$ cat config.mk
export PLATFORM = sky130hd
export DESIGN_NAME = inst_gen_flat
export DESIGN_NICKNAME = d
export VERILOG_FILES = /design/src/rtl/core_pkg.sv /design/src/rtl/inst_gen_if.sv /design/src/rtl/inst_gen_step_cnt.sv /design/src/rtl/inst_gen.sv /design/src/flat_wrapper.sv
export SDC_FILE = /design/constraint.sdc
export NUM_CORES = 1
export LEC_CHECK = 0
export ABC_CLOCK_PERIOD_IN_PS = 8350
export BUFFER_PORTS_ARGS = -buffer_cell sky130_fd_sc_hd__buf_2
export CORE_MARGIN = 2
export CORE_UTILIZATION = 60
export DETAILED_ROUTE_END_ITERATION = 7
export GPL_TIMING_DRIVEN = 0
export PLACE_DENSITY = 0.79
export SLEW_MARGIN = 25
export SYNTH_ARGS = -nofsm -noshare
export SYNTH_HDL_FRONTEND = slang
export SYNTH_SLANG_ARGS = --single-unit
$ cat constraint.sdc
create_clock -name clk -period 8.35 [get_ports clk]
set_input_delay 1.67 -clock clk [delete_from_list [all_inputs] [get_ports clk]]
set_output_delay 1.67 -clock clk [all_outputs]
set_load 0.01 [all_outputs]
$ cat src/rtl/core_pkg.sv
// Shared definitions for the instruction generator: inst field positions,
// the idle instruction word and the sequencer state encoding.
package core_pkg;

    localparam int INST_W = 35;
    localparam int ADDR_W = 11;
    localparam int KIJ_W  = 4;
    localparam int CNT_W  = 11;

    localparam int SFU_EN_BIT    = 34;
    localparam int ACC_BIT       = 33;
    localparam int PSUM_CEN_BIT  = 32;
    localparam int PSUM_WEN_BIT  = 31;
    localparam int PSUM_ADDR_LSB = 20;
    localparam int XMEM_CEN_BIT  = 19;
    localparam int XMEM_WEN_BIT  = 18;
    localparam int XMEM_ADDR_LSB = 7;
    localparam int OFIFO_RD_BIT  = 6;
    localparam int IFIFO_WR_BIT  = 5;
    localparam int IFIFO_RD_BIT  = 4;
    localparam int L0_RD_BIT     = 3;
    localparam int L0_WR_BIT     = 2;
    localparam int EXECUTE_BIT   = 1;
    localparam int LOAD_BIT      = 0;

    // Both SRAM chip-enables deasserted (active-low), every strobe off.
    localparam logic [INST_W-1:0] IDLE_WORD = 35'h100080000;

    typedef enum logic [2:0] {
        S_IDLE,
        S_WMEM,
        S_WARR,
        S_WGAP,
        S_XMEM,
        S_EXEC,
        S_DRAIN,
        S_DONE
    } state_e;

    function automatic logic [ADDR_W-1:0] addr_trunc(input int v);
        return v[ADDR_W-1:0];
    endfunction

endpackage

$ cat src/rtl/inst_gen_if.sv
// Handshake bundle between the instruction generator and the core/controller.
interface inst_gen_if;
    import core_pkg::*;

    logic              start;
    logic              ofifo_valid;
    logic [INST_W-1:0] inst;
    logic              busy;
    logic              done;
    logic [KIJ_W-1:0]  kij;

    modport master (
        output start,
        output ofifo_valid,
        input  inst,
        input  busy,
        input  done,
        input  kij
    );

    modport slave (
        input  start,
        input  ofifo_valid,
        output inst,
        output busy,
        output done,
        output kij
    );

endinterface

$ cat src/rtl/inst_gen_step_cnt.sv
// Loadable up-counter with a terminal-count flag; also exposes its next value
// so the owner can decode registered outputs aligned with the count.
module step_cnt #(
    parameter int W = 11
) (
    input  logic         clk,
    input  logic         reset,
    input  logic         load_i,
    input  logic [W-1:0] load_val_i,
    input  logic         en_i,
    input  logic [W-1:0] last_i,
    output logic [W-1:0] nxt_o,
    output logic         tc_o
);

    logic [W-1:0] cnt_q;
    logic [W-1:0] cnt_d;

    always_comb begin
        cnt_d = cnt_q;
        if (load_i) begin
            cnt_d = load_val_i;
        end else if (en_i) begin
            cnt_d = cnt_q + W'(1);
        end
    end

    always_ff @(posedge clk) begin
        if (!reset) begin
            cnt_q <= '0;
        end else begin
            cnt_q <= cnt_d;
        end
    end

    assign nxt_o = cnt_d;
    assign tc_o  = (cnt_q == last_i);

endmodule

$ cat src/rtl/inst_gen.sv
// Weight-stationary pass sequencer: walks every kernel position, emitting the
// registered 35-bit core instruction for weight load, activation stream and psum drain.
module inst_gen
    import core_pkg::*;
#(
    parameter int ROW     = 8,
    parameter int COL     = 8,
    parameter int LEN_KIJ = 9,
    parameter int LEN_NIJ = 36,
    parameter int W_BASE  = 1024
) (
    input  logic       clk,
    input  logic       reset,
    inst_gen_if.slave  bus
);

    // Parameters must keep W_BASE+LEN_KIJ*COL and LEN_KIJ*LEN_NIJ within 11 bits.
    localparam logic [CNT_W-1:0] WMEM_LAST = CNT_W'(COL);
    localparam logic [CNT_W-1:0] WARR_LAST = CNT_W'(COL - 1);
    localparam logic [CNT_W-1:0] WGAP_LAST = CNT_W'(ROW + COL - 1);
    localparam logic [CNT_W-1:0] XMEM_LAST = CNT_W'(LEN_NIJ);
    localparam logic [CNT_W-1:0] EXEC_LAST = CNT_W'(LEN_NIJ - 1);
    localparam logic [CNT_W-1:0] COL_CNT   = CNT_W'(COL);
    localparam logic [CNT_W-1:0] NIJ_CNT   = CNT_W'(LEN_NIJ);
    localparam logic [KIJ_W-1:0] KIJ_LAST  = KIJ_W'(LEN_KIJ - 1);

    state_e            state_q;
    state_e            state_d;
    logic [KIJ_W-1:0]  kij_q;
    logic [KIJ_W-1:0]  kij_d;
    logic [CNT_W-1:0]  rd_q;
    logic [CNT_W-1:0]  rd_d;
    logic [CNT_W-1:0]  wr_q;
    logic [CNT_W-1:0]  wr_d;
    logic [CNT_W-1:0]  rd_base;
    logic [CNT_W-1:0]  wr_base;
    logic              rd_fire;
    logic              wr_fire;
    logic [INST_W-1:0] inst_q;
    logic [INST_W-1:0] inst_d;
    logic              busy_q;
    logic              busy_d;
    logic              done_q;
    logic              done_d;

    logic              ph_load;
    logic              ph_en;
    logic [CNT_W-1:0]  ph_last;
    logic [CNT_W-1:0]  ph_nxt;
    logic              ph_tc;

    step_cnt #(.W(CNT_W)) u_phase (
        .clk        (clk),
        .reset      (reset),
        .load_i     (ph_load),
        .load_val_i ({CNT_W{1'b0}}),
        .en_i       (ph_en),
        .last_i     (ph_last),
        .nxt_o      (ph_nxt),
        .tc_o       (ph_tc)
    );

    always_comb begin
        state_d = state_q;
        kij_d   = kij_q;
        case (state_q)
            S_IDLE:  if (bus.start) state_d = S_WMEM;
            S_WMEM:  if (ph_tc) state_d = S_WARR;
            S_WARR:  if (ph_tc) state_d = S_WGAP;
            S_WGAP:  if (ph_tc) state_d = S_XMEM;
            S_XMEM:  if (ph_tc) state_d = S_EXEC;
            S_EXEC:  if (ph_tc) state_d = S_DRAIN;
            S_DRAIN: begin
                if (wr_q == NIJ_CNT) begin
                    if (kij_q == KIJ_LAST) begin
                        state_d = S_DONE;
                    end else begin
                        state_d = S_WMEM;
                        kij_d   = kij_q + KIJ_W'(1);
                    end
                end
            end
            S_DONE: begin
                state_d = S_IDLE;
                kij_d   = '0;
            end
            default: state_d = S_IDLE;
        endcase
    end

    always_comb begin
        ph_last = '0;
        ph_en   = 1'b0;
        case (state_q)
            S_WMEM:  begin ph_last = WMEM_LAST; ph_en = 1'b1; end
            S_WARR:  begin ph_last = WARR_LAST; ph_en = 1'b1; end
            S_WGAP:  begin ph_last = WGAP_LAST; ph_en = 1'b1; end
            S_XMEM:  begin ph_last = XMEM_LAST; ph_en = 1'b1; end
            S_EXEC:  begin ph_last = EXEC_LAST; ph_en = 1'b1; end
            default: begin ph_last = '0;        ph_en = 1'b0; end
        endcase
        ph_load = (state_d != state_q);
    end

    // A psum write always trails the ofifo read issued in the previous word.
    always_comb begin
        rd_base = (state_q == S_DRAIN) ? rd_q : '0;
        wr_base = (state_q == S_DRAIN) ? wr_q : '0;
        rd_fire = (state_d == S_DRAIN) && bus.ofifo_valid && (rd_base < NIJ_CNT);
        wr_fire = (state_d == S_DRAIN) && inst_q[OFIFO_RD_BIT];
        rd_d    = rd_base + CNT_W'(rd_fire);
        wr_d    = wr_base + CNT_W'(wr_fire);
    end

    always_comb begin : inst_dec
        int a;
        a      = 0;
        inst_d = IDLE_WORD;
        case (state_d)
            S_WMEM: begin
                if (ph_nxt < COL_CNT) begin
                    a = W_BASE + int'(kij_d) * COL + int'(ph_nxt);
                    inst_d[XMEM_CEN_BIT] = 1'b0;
                    inst_d[XMEM_WEN_BIT] = 1'b1;
                    inst_d[XMEM_ADDR_LSB +: ADDR_W] = addr_trunc(a);
                end
                if (ph_nxt != '0) inst_d[L0_WR_BIT] = 1'b1;
            end
            S_WARR: begin
                inst_d[L0_RD_BIT] = 1'b1;
                inst_d[LOAD_BIT]  = 1'b1;
            end
            S_XMEM: begin
                if (ph_nxt < NIJ_CNT) begin
                    a = int'(ph_nxt);
                    inst_d[XMEM_CEN_BIT] = 1'b0;
                    inst_d[XMEM_WEN_BIT] = 1'b1;
                    inst_d[XMEM_ADDR_LSB +: ADDR_W] = addr_trunc(a);
                end
                if (ph_nxt != '0) inst_d[L0_WR_BIT] = 1'b1;
            end
            S_EXEC: begin
                inst_d[L0_RD_BIT]   = 1'b1;
                inst_d[EXECUTE_BIT] = 1'b1;
            end
            S_DRAIN: begin
                inst_d[OFIFO_RD_BIT] = rd_fire;
                if (wr_fire) begin
                    a = int'(kij_d) * LEN_NIJ + int'(wr_base);
                    inst_d[PSUM_CEN_BIT] = 1'b0;
                    inst_d[PSUM_WEN_BIT] = 1'b0;
                    inst_d[PSUM_ADDR_LSB +: ADDR_W] = addr_trunc(a);
                end
            end
            default: inst_d = IDLE_WORD;
        endcase
        inst_d[SFU_EN_BIT]   = 1'b0;
        inst_d[ACC_BIT]      = 1'b0;
        inst_d[IFIFO_WR_BIT] = 1'b0;
        inst_d[IFIFO_RD_BIT] = 1'b0;
        busy_d = !(state_d inside {S_IDLE, S_DONE});
        done_d = (state_d == S_DONE);
    end

    always_ff @(posedge clk) begin
        if (!reset) begin
            state_q <= S_IDLE;
            kij_q   <= '0;
            rd_q    <= '0;
            wr_q    <= '0;
            inst_q  <= IDLE_WORD;
            busy_q  <= 1'b0;
            done_q  <= 1'b0;
        end else begin
            state_q <= state_d;
            kij_q   <= kij_d;
            rd_q    <= rd_d;
            wr_q    <= wr_d;
            inst_q  <= inst_d;
            busy_q  <= busy_d;
            done_q  <= done_d;
        end
    end

    assign bus.inst = inst_q;
    assign bus.busy = busy_q;
    assign bus.done = done_q;
    assign bus.kij  = kij_q;

endmodule

$ cat src/flat_wrapper.sv
// flat-port wrapper written by rule: the top's interface ports become plain ports
module inst_gen_flat import core_pkg::*;
#(
    parameter int ROW     = 8,
    parameter int COL     = 8,
    parameter int LEN_KIJ = 9,
    parameter int LEN_NIJ = 36,
    parameter int W_BASE  = 1024
)
  (clk, reset, bus_start, bus_ofifo_valid, bus_inst, bus_busy, bus_done, bus_kij);
  inst_gen_if bus_i ();
  input  logic clk;
  input  logic reset;
  input wire logic [$bits(bus_i.start)-1:0] bus_start;
  input wire logic [$bits(bus_i.ofifo_valid)-1:0] bus_ofifo_valid;
  output wire logic [$bits(bus_i.inst)-1:0] bus_inst;
  output wire logic [$bits(bus_i.busy)-1:0] bus_busy;
  output wire logic [$bits(bus_i.done)-1:0] bus_done;
  output wire logic [$bits(bus_i.kij)-1:0] bus_kij;
  assign bus_i.start = bus_start;
  assign bus_i.ofifo_valid = bus_ofifo_valid;
  assign bus_inst = bus_i.inst;
  assign bus_busy = bus_i.busy;
  assign bus_done = bus_i.done;
  assign bus_kij = bus_i.kij;
  inst_gen #(.ROW(ROW), .COL(COL), .LEN_KIJ(LEN_KIJ), .LEN_NIJ(LEN_NIJ), .W_BASE(W_BASE)) u_core (.clk(clk), .reset(reset), .bus(bus_i));
endmodule
==> results.rst, run 1 <==
.. list-table::
   :header-rows: 1

   * - Metric
     - Value
   * - Top cells by area, synth
     - sky130_fd_sc_hd__dfxtp_1, sky130_fd_sc_hd__ha_1, sky130_fd_sc_hd__nor2_1
   * - Number of max-slew violations in the final report
     - 0
   * - Post-Synthesis Cell Area
     - 3973 µm²
   * - Slowest Stage Delay on Critical Path
     - 0.66 ns
   * - Total of max-cap violations
     - 0
   * - Global-route wire length before repair
     - 14980 µm
   * - Number of hold violations in the final report
     - 0
   * - FF-to-FF path depth
     - 18
   * - Sequential share of power
     - 0.378
   * - P_sw
     - 380.1 µW
   * - Post-detailed-routing wire length
     - 9165 µm
   * - Critical-path cell with the highest stage delay
     - sky130_fd_sc_hd__o21ai_0
   * - Number of enable flip-flop cells after synthesis
     - 0
   * - Switching power as a share of total power
     - 0.3817
   * - Remaining design rule violation count
     - 0
   * - Number of antenna violations at the first check in global routing
     - 0
   * - Gpl congestion
     - 0.9362
   * - Total CTS buffers
     - 9
   * - Clk sink count
     - 72
   * - List of cells traversed by the critical path
     - clkbuf_1 > nor4_1 > and3_1 > clkbuf_1 > nand4_1 > nor3_1 > a21oi_1 > o21ai_0 > ha_1 > ha_1 > ha_1 > xor2_1 > ha_1 > or2_2 > a21oi_1 > a21oi_1 > xnor2_1 > and3_1
   * - Arrival time worst endpoint
     - 4.58 ns
   * - Drt first pass iters
     - 5
   * - Distinct cell type count of the synthesized netlist
     - 70
   * - Required @ worst endpoint
     - 8.60 ns
   * - Setup CP Type
     - reg2reg
   * - Row Count
     - 29
   * - Ys Warns
     - 0
   * - Die Span Y
     - 85.37 µm
   * - Max frequency
     - 230.9 MHz
   * - Clk buf depth
     - 2
   * - Unrepaired setup endpoints after global routing
     - false
   * - Insertion delay of the later-clocked pin in the worst-skew pair
     - 0.35 ns
   * - Post-Route Utilization
     - 0.6996
   * - Diode count
     - 0
   * - Signed area change from the synthesized netlist to the final layout
     - 12.47%
   * - Outcome
     - finished, final reports clean
   * - Die boundary width
     - 85.37 µm
   * - Setup_tns
     - 0 ns
   * - Number of flip-flops and latches in the synthesized netlist
     - 72
   * - Crit. End Element
     - flop
   * - Remaining Overflow, GRT
     - 0
   * - Worst path most repeated cell
     - sky130_fd_sc_hd__ha_1
   * - Area of the placeable core
     - 6386 µm²
   * - Most frequent cell after synthesis
     - sky130_fd_sc_hd__dfxtp_1
   * - Endpoints failing setup
     - 0
   * - Standby leakage power
     - 0.002014 µW
   * - Detailed Place HPWL
     - 6705 µm
   * - Max_slew headroom
     - 0.4184
   * - DP Worst Slack
     - 4.090 ns
   * - Post-DR vias/cell
     - 5.830
   * - Total via count after detailed routing
     - 3463
   * - Highest ir drop seen on vdd
     - 0.0001999 V
   * - Proportion of register bits with asynchronous set or reset after synthesis
     - 0
   * - Starting utilization of the core area
     - 0.6221
   * - Worst-case clock skew
     - 0.01154 ns
   * - Post-DRT Antenna Nets
     - 0
   * - Count of mapped cells out of synthesis
     - 457
   * - Top_reg_cell synth
     - sky130_fd_sc_hd__dfxtp_1
   * - Crit path buf inv count
     - 2
   * - Maximum fanout along the worst path
     - 9
   * - Share of total power in combinational logic
     - 0.359
   * - Total Nets Final
     - 540
   * - Kind of cell with the highest combined delay on the critical path
     - simple AND/OR/NAND/NOR gates
   * - Post-route fraction of the period consumed by the critical path
     - 0.5188
   * - Final worst path period need
     - 4.332 ns
   * - Ports placed on the boundary
     - 45
   * - Cell type with the highest aggregate area in the netlist
     - sky130_fd_sc_hd__dfxtp_1
   * - Total routing usage reported by global routing
     - 0.2596
   * - Count of hold-fix buffers inserted at cts
     - 0
   * - Mean Syn Cell Area
     - 8.693 µm²
   * - Buffers on Ports
     - 38
   * - Worst slack on hold paths
     - 0.5126 ns
   * - Clock power share
     - 0.263
   * - WL per Instance
     - 15.43 µm
   * - Power Density
     - 222.9 nW/µm²
   * - Post-synth top area share
     - 0.3628
   * - Post-CTS resize count
     - 0
   * - Starting DRC count in detailed routing
     - 200
   * - Clk Tree Root Cell
     - sky130_fd_sc_hd__clkbuf_8
   * - Worst hold path depth
     - 2
   * - Tightest Pin Transition
     - 0.8633 ns
   * - Pin count of the biggest net entering global routing
     - 16
   * - Commonest cells post-synth
     - sky130_fd_sc_hd__dfxtp_1, sky130_fd_sc_hd__nor2_1, sky130_fd_sc_hd__nand2_1
   * - Total stage count of the critical path
     - 18
   * - Worst min-delay path class
     - reg2reg
   * - TritonCTS clock tree
     - yes
   * - Post-CTS setup repair buffer count
     - 0
   * - Setup ws final
     - 4.018 ns
   * - Die ar.
     - 7288 µm²
   * - Via count of the first global-routing pass
     - 3147
   * - CTS H-tree depth
     - 3
   * - Clock slew seen by the registers of the worst setup and hold paths
     - 0.09 ns
   * - Share of the yosys chip area belonging to registers
     - 0.3628
   * - Layout cells sized above 1
     - 0.1779
   * - Startpoint class of the critical path
     - flop
   * - Cell internal pwr
     - 615.6 µW
==> cells by family (layout without fill, tap and decap cells) <==
kind of cell,count (synthesis),count (layout),share of synthesized area
simple gates,213,213,0.2986
buf+inv,45,99,0.05480
fa+ha+maj,24,24,0.07937
flops,72,72,0.3628
mux,3,3,0.008189
xor+xnor,36,36,0.07937
other cells,1,7,0.0009440
compound gates,63,63,0.1159
==> per-stage QoR <==
step / instance area (µm²) / total power [µW] / cells
after floorplan: 3995 / 656.8 / 463
after global placement: 4282 / 724.3 / 578
after detailed placement: 4282 / 734.6 / 578
after CTS: 4468 / 997.5 / 594
after global routing: 4468 / 1051 / 594
final: 4468 / 995.7 / 594
==> routing by layer <==
metal  up-vias  global-route usage  part of all wire
met2       129              0.4751              0.52
met3        20             0.04767             0.055
li1       1703                   -                 -
met4         0             0.08225             0.020
met1      1611              0.3047              0.40
met5         -                   0                 0
==> cells in the final DEF (no fill, tap or decap), types with 17 or more instances in the layout <==
| cell | synthesis | routed |
|---|---|---|
| sky130_fd_sc_hd__a21oi_1 | 17 | 17 |
| sky130_fd_sc_hd__and2_1 | 22 | 22 |
| sky130_fd_sc_hd__and3_1 | 19 | 19 |
| sky130_fd_sc_hd__buf_2 | 6 | 44 |
| sky130_fd_sc_hd__dfxtp_1 | 72 | 72 |
| sky130_fd_sc_hd__ha_1 | 22 | 22 |
| sky130_fd_sc_hd__nand2_1 | 33 | 33 |
| sky130_fd_sc_hd__nand3_1 | 19 | 19 |
| sky130_fd_sc_hd__nor2_1 | 51 | 51 |
| sky130_fd_sc_hd__xnor2_1 | 21 | 21 |
==> tightest hold or removal path: stages, from the launching register on <==
cell and delay (ns):
sky130_fd_sc_hd__dfxtp_1 0.34, sky130_fd_sc_hd__xor2_1 0.07, sky130_fd_sc_hd__nor2_1 0.07
==> state kept, by name, summed over array words and instances (netlist names) <==
register	cells
u_core.bus.busy	1
u_core.bus.done	1
u_core.bus.inst	30
u_core.bus.kij	4
u_core.rd_q	11
u_core.state_q	3
u_core.u_phase.cnt_q	11
u_core.wr_q	11
==> power groups by stage <==
stage / sequential (µW) / clock (µW) / combinational, µW
finish: 376 / 262 / 357
global route: 378 / 284 / 388
CTS: 377 / 269 / 352
detailed placement: 385 / 0 / 350
global placement: 383 / 0 / 341
floorplan: 392 / 0 / 265
==> final cells by class <==
| cell class | instances | area (µm²) |
|---|---|---|
| Timing Repair Buffer | 38 | 190.2 |
| Sequential cell | 72 | 1441 |
| Multi-Input combinational cell | 346 | 2336 |
| Clock inverter | 7 | 62.56 |
| Clock buffer | 9 | 123.9 |
| Fill cell | 533 | 1918 |
| Buffer | 31 | 165.2 |
| Inverter | 14 | 52.55 |
| Tap cell | 77 | 96.34 |
==> path summary, 6_finish.rpt <==
kind	from	to	slack, ns
hold / removal	u_core.rd_q[10]	u_core.rd_q[10]	0.51
setup / recovery	u_core.wr_q[3]	u_core.bus.inst[30]	4.02
setup reg to reg	u_core.wr_q[3]	u_core.bus.inst[30]	4.02
hold reg to reg	u_core.rd_q[10]	u_core.rd_q[10]	0.51
Note: power is estimated with default switching activity, not from simulation.
==> run 2, diff against run 1 <==
ABC_AREA = 1   (was default)
ABC_CLOCK_PERIOD_IN_PS = 4300   (was 8350)
CORE_UTILIZATION = 58   (was 60)
PLACE_DENSITY = 0.76   (was 0.79)
clock period = 4.3 ns   (was 8.35 ns; I/O delays follow)
==> results.rst, run 2 <==
.. list-table::
   :header-rows: 1

   * - Metric
     - Value
   * - Outcome
     - finished, final reports clean
   * - Required @ worst endpoint
     - 4.58 ns
   * - Setup ws final
     - 0.5252 ns
   * - Routed wl met3
     - 385 µm
   * - Area of the placeable core
     - 6386 µm²
   * - Number of flip-flops and latches in the synthesized netlist
     - 72
   * - Number of flip-flops under the largest register name
     - 30
   * - Post-synth top area share
     - 0.3728
   * - Post-Route Utilization
     - 0.6830
   * - Number of enable flip-flop cells after synthesis
     - 0
   * - Cell internal pwr
     - 1159 µW
   * - Post-DRT Antenna Nets
     - 0
   * - Sum of routed wire segments on met1
     - 3985 µm
   * - Layout cells sized above 1
     - 0.1779
   * - Clk sink count
     - 72
   * - Clk Tree Root Cell
     - sky130_fd_sc_hd__clkbuf_8
   * - Drt first pass iters
     - 4
   * - TritonCTS clock tree
     - yes
   * - Count of mapped cells out of synthesis
     - 519
   * - Insertion delay of the later-clocked pin in the worst-skew pair
     - 0.35 ns
   * - Post-route fraction of the period consumed by the critical path
     - 0.8779
   * - Maximum fanout along the worst path
     - 7
   * - Number of antenna violations at the first check in global routing
     - 0
   * - Pin count of the biggest net entering global routing
     - 12
   * - Setup CP Type
     - reg2reg
   * - Switching power as a share of total power
     - 0.3873
   * - Worst min-delay path class
     - reg2reg
   * - WL per Instance
     - 12.70 µm
   * - Worst hold path depth
     - 2
   * - Wire length on met2
     - 3737 µm
   * - Buffers on Ports
     - 39
   * - Via count of the first global-routing pass
     - 3161
   * - P_sw
     - 732.5 µW
   * - Remaining Overflow, GRT
     - 0
   * - Tightest Pin Transition
     - 0.9089 ns
   * - Mean Syn Cell Area
     - 7.449 µm²
   * - Most used cells in the layout excluding fill and tap cells
     - sky130_fd_sc_hd__inv_1, sky130_fd_sc_hd__nand2_1, sky130_fd_sc_hd__dfxtp_1, sky130_fd_sc_hd__nor2_1, sky130_fd_sc_hd__buf_2
   * - Proportion of register bits with asynchronous set or reset after synthesis
     - 0
   * - Total via count after detailed routing
     - 3403
   * - Clk buf depth
     - 2
   * - Ys Warns
     - 0
   * - Post-Synthesis Cell Area
     - 3866 µm²
   * - Die boundary width
     - 85.65 µm
   * - Leading cell type in the layout, fill and taps excluded
     - sky130_fd_sc_hd__inv_1
   * - Unrepaired setup endpoints after global routing
     - false
   * - Final worst path period need
     - 3.775 ns
   * - Highest layer used for signal routing
     - met4
   * - Signed area change from the synthesized netlist to the final layout
     - 12.82%
   * - Total power
     - 1891 µW
   * - Remaining design rule violation count
     - 0
   * - Post-detailed-routing wire length
     - 8330 µm
   * - Max_slew headroom
     - 0.3876
   * - Highest ir drop seen on vdd
     - 0.0004096 V
   * - Crit. End Element
     - flop
   * - Final non-filler cell total
     - 656
   * - Total CTS buffers
     - 9
   * - Row Count
     - 29
   * - Clock power share
     - 0.272
   * - FF-to-FF path depth
     - 20
   * - Clock slew seen by the registers of the worst setup and hold paths
     - 0.07 ns
   * - CTS H-tree depth
     - 3
   * - Endpoints failing setup
     - 0
   * - Max frequency
     - 264.9 MHz
   * - Total routing usage reported by global routing
     - 0.2414
   * - Setup_tns
     - 0 ns
   * - Gpl congestion
     - 0.8532
   * - Post-DR vias/cell
     - 5.188
   * - DP Worst Slack
     - 0.3665 ns
   * - Diode count
     - 0
   * - Starting utilization of the core area
     - 0.6054
   * - Share of total power in combinational logic
     - 0.338
   * - Share of the yosys chip area belonging to registers
     - 0.3728
   * - Standby leakage power
     - 0.001982 µW
   * - Number of placed instances with taps included
     - 641
   * - Arrival time worst endpoint
     - 4.06 ns
   * - Startpoint class of the critical path
     - flop
   * - Power Density
     - 433.6 nW/µm²
   * - Total Nets Final
     - 602
   * - Worst-case clock skew
     - 0.005418 ns
   * - Total of max-cap violations
     - 0
   * - Most frequent cell after synthesis
     - sky130_fd_sc_hd__inv_1
   * - Commonest cells post-synth
     - sky130_fd_sc_hd__inv_1, sky130_fd_sc_hd__nand2_1, sky130_fd_sc_hd__dfxtp_1
   * - Cell type with the highest aggregate area in the netlist
     - sky130_fd_sc_hd__dfxtp_1
   * - Die Span Y
     - 85.65 µm
   * - Top_reg_cell synth
     - sky130_fd_sc_hd__dfxtp_1
   * - Detailed Place HPWL
     - 6498 µm
   * - Starting DRC count in detailed routing
     - 188
   * - Global-route wire length before repair
     - 13900 µm
   * - Number of max-slew violations in the final report
     - 0
   * - Number of hold violations in the final report
     - 0
   * - Sequential share of power
     - 0.390
   * - Ports placed on the boundary
     - 45
   * - Top cells by area, synth
     - sky130_fd_sc_hd__dfxtp_1, sky130_fd_sc_hd__inv_1, sky130_fd_sc_hd__nand2_1
   * - Distinct cell type count of the synthesized netlist
     - 45
   * - Die ar.
     - 7335 µm²
==> run 2: cell types whose count changed after synthesis, moves of 10 or more <==
cell and delta:
sky130_fd_sc_hd__clkbuf_1 -10, sky130_fd_sc_hd__and3_1 -18, sky130_fd_sc_hd__nand2_1 +45, sky130_fd_sc_hd__o21ai_0 +12, sky130_fd_sc_hd__a21oi_1 +10, sky130_fd_sc_hd__inv_1 +66
sky130_fd_sc_hd__nor2_1 +12, sky130_fd_sc_hd__and2_1 -22, sky130_fd_sc_hd__xnor2_1 -18
==> run 2: layer usage <==
layer | vias to the layer above | GRT usage
met2 | 75 | 0.3807
met1 | 1529 | 0.3191
met3 | 21 | 0.05679
met4 | 0 | 0.09957
li1 | 1778 | -
met5 | - | 0
==> run 2: power by group through the flow <==
stage                     registers [µW]  clock network, µW  logic, µW
final                                737                515        639
after global routing                 741                547        711
after CTS                            736                518        635
after detailed placement             752                  0        630
after global placement               750                  0        623
after floorplan                      764                  0        479
==> run 2: final timing paths <==
check,from,slack (ns),end
worst max-delay path,u_core.wr_q[2],0.53,u_core.bus.inst[29]
worst min-delay path,u_core.rd_q[10],0.49,u_core.rd_q[10]
worst max register to register,u_core.wr_q[2],0.53,u_core.bus.inst[29]
worst min register to register,u_core.rd_q[10],0.49,u_core.rd_q[10]
==> run 2: what timing repair did <==
item	CTS	global route
gates resized for setup	0	1
endpoints found under the setup margin	0	2
hold buffers	0	0
buffers inserted	0	0
==> run 2: final cells by class <==
| class | count | area (µm²) |
|---|---|---|
| multi-input cells | 352 | 2042 |
| fillers | 557 | 2024 |
| flip-flops and latches | 72 | 1441 |
| inverters | 87 | 326.6 |
| repair buffers | 39 | 195.2 |
| clock buffers | 12 | 135.1 |
| well taps | 77 | 96.34 |
| plain buffers | 13 | 80.08 |
| clock inverters | 4 | 45.04 |
==> run 2: kinds of logic after synthesis <==
group | count (synthesis) | share of synthesized area
compound gates | 67 | 0.09870
xor+xnor | 14 | 0.03172
fa+ha+maj | 24 | 0.08155
buf+inv | 101 | 0.1061
flops | 72 | 0.3728
other cells | 1 | 0.0009699
simple gates | 240 | 0.3081
==> run 2: worst max-delay path, stage by stage, from the launching register on <==
cell and delay [ns]:
sky130_fd_sc_hd__dfxtp_1 0.42, sky130_fd_sc_hd__nand4_1 0.12, sky130_fd_sc_hd__nor2_1 0.10, sky130_fd_sc_hd__nand2_1 0.11, sky130_fd_sc_hd__inv_1 0.15, sky130_fd_sc_hd__nand2_1 0.13, sky130_fd_sc_hd__a21boi_0 0.32, sky130_fd_sc_hd__nand2_4 0.14
sky130_fd_sc_hd__o21ai_0 0.22, sky130_fd_sc_hd__o31ai_2 0.17, sky130_fd_sc_hd__ha_1 0.24, sky130_fd_sc_hd__ha_1 0.20, sky130_fd_sc_hd__ha_1 0.29, sky130_fd_sc_hd__ha_1 0.30, sky130_fd_sc_hd__inv_1 0.05, sky130_fd_sc_hd__nor2_1 0.16
sky130_fd_sc_hd__nor2_1 0.06, sky130_fd_sc_hd__nor2_1 0.08, sky130_fd_sc_hd__nor2_1 0.05, sky130_fd_sc_hd__or2_2 0.27, sky130_fd_sc_hd__a21oi_1 0.12
==> run 2: through the flow <==
stage / hold slack (ns) / cell area [µm²]
after CTS: 0.4959 / 4360
after global routing: 0.5270 / 4362
after detailed placement: 0.4855 / 4180
after floorplan: 0.4509 / 3889
final: 0.4947 / 4362
after global placement: 0.4640 / 4180
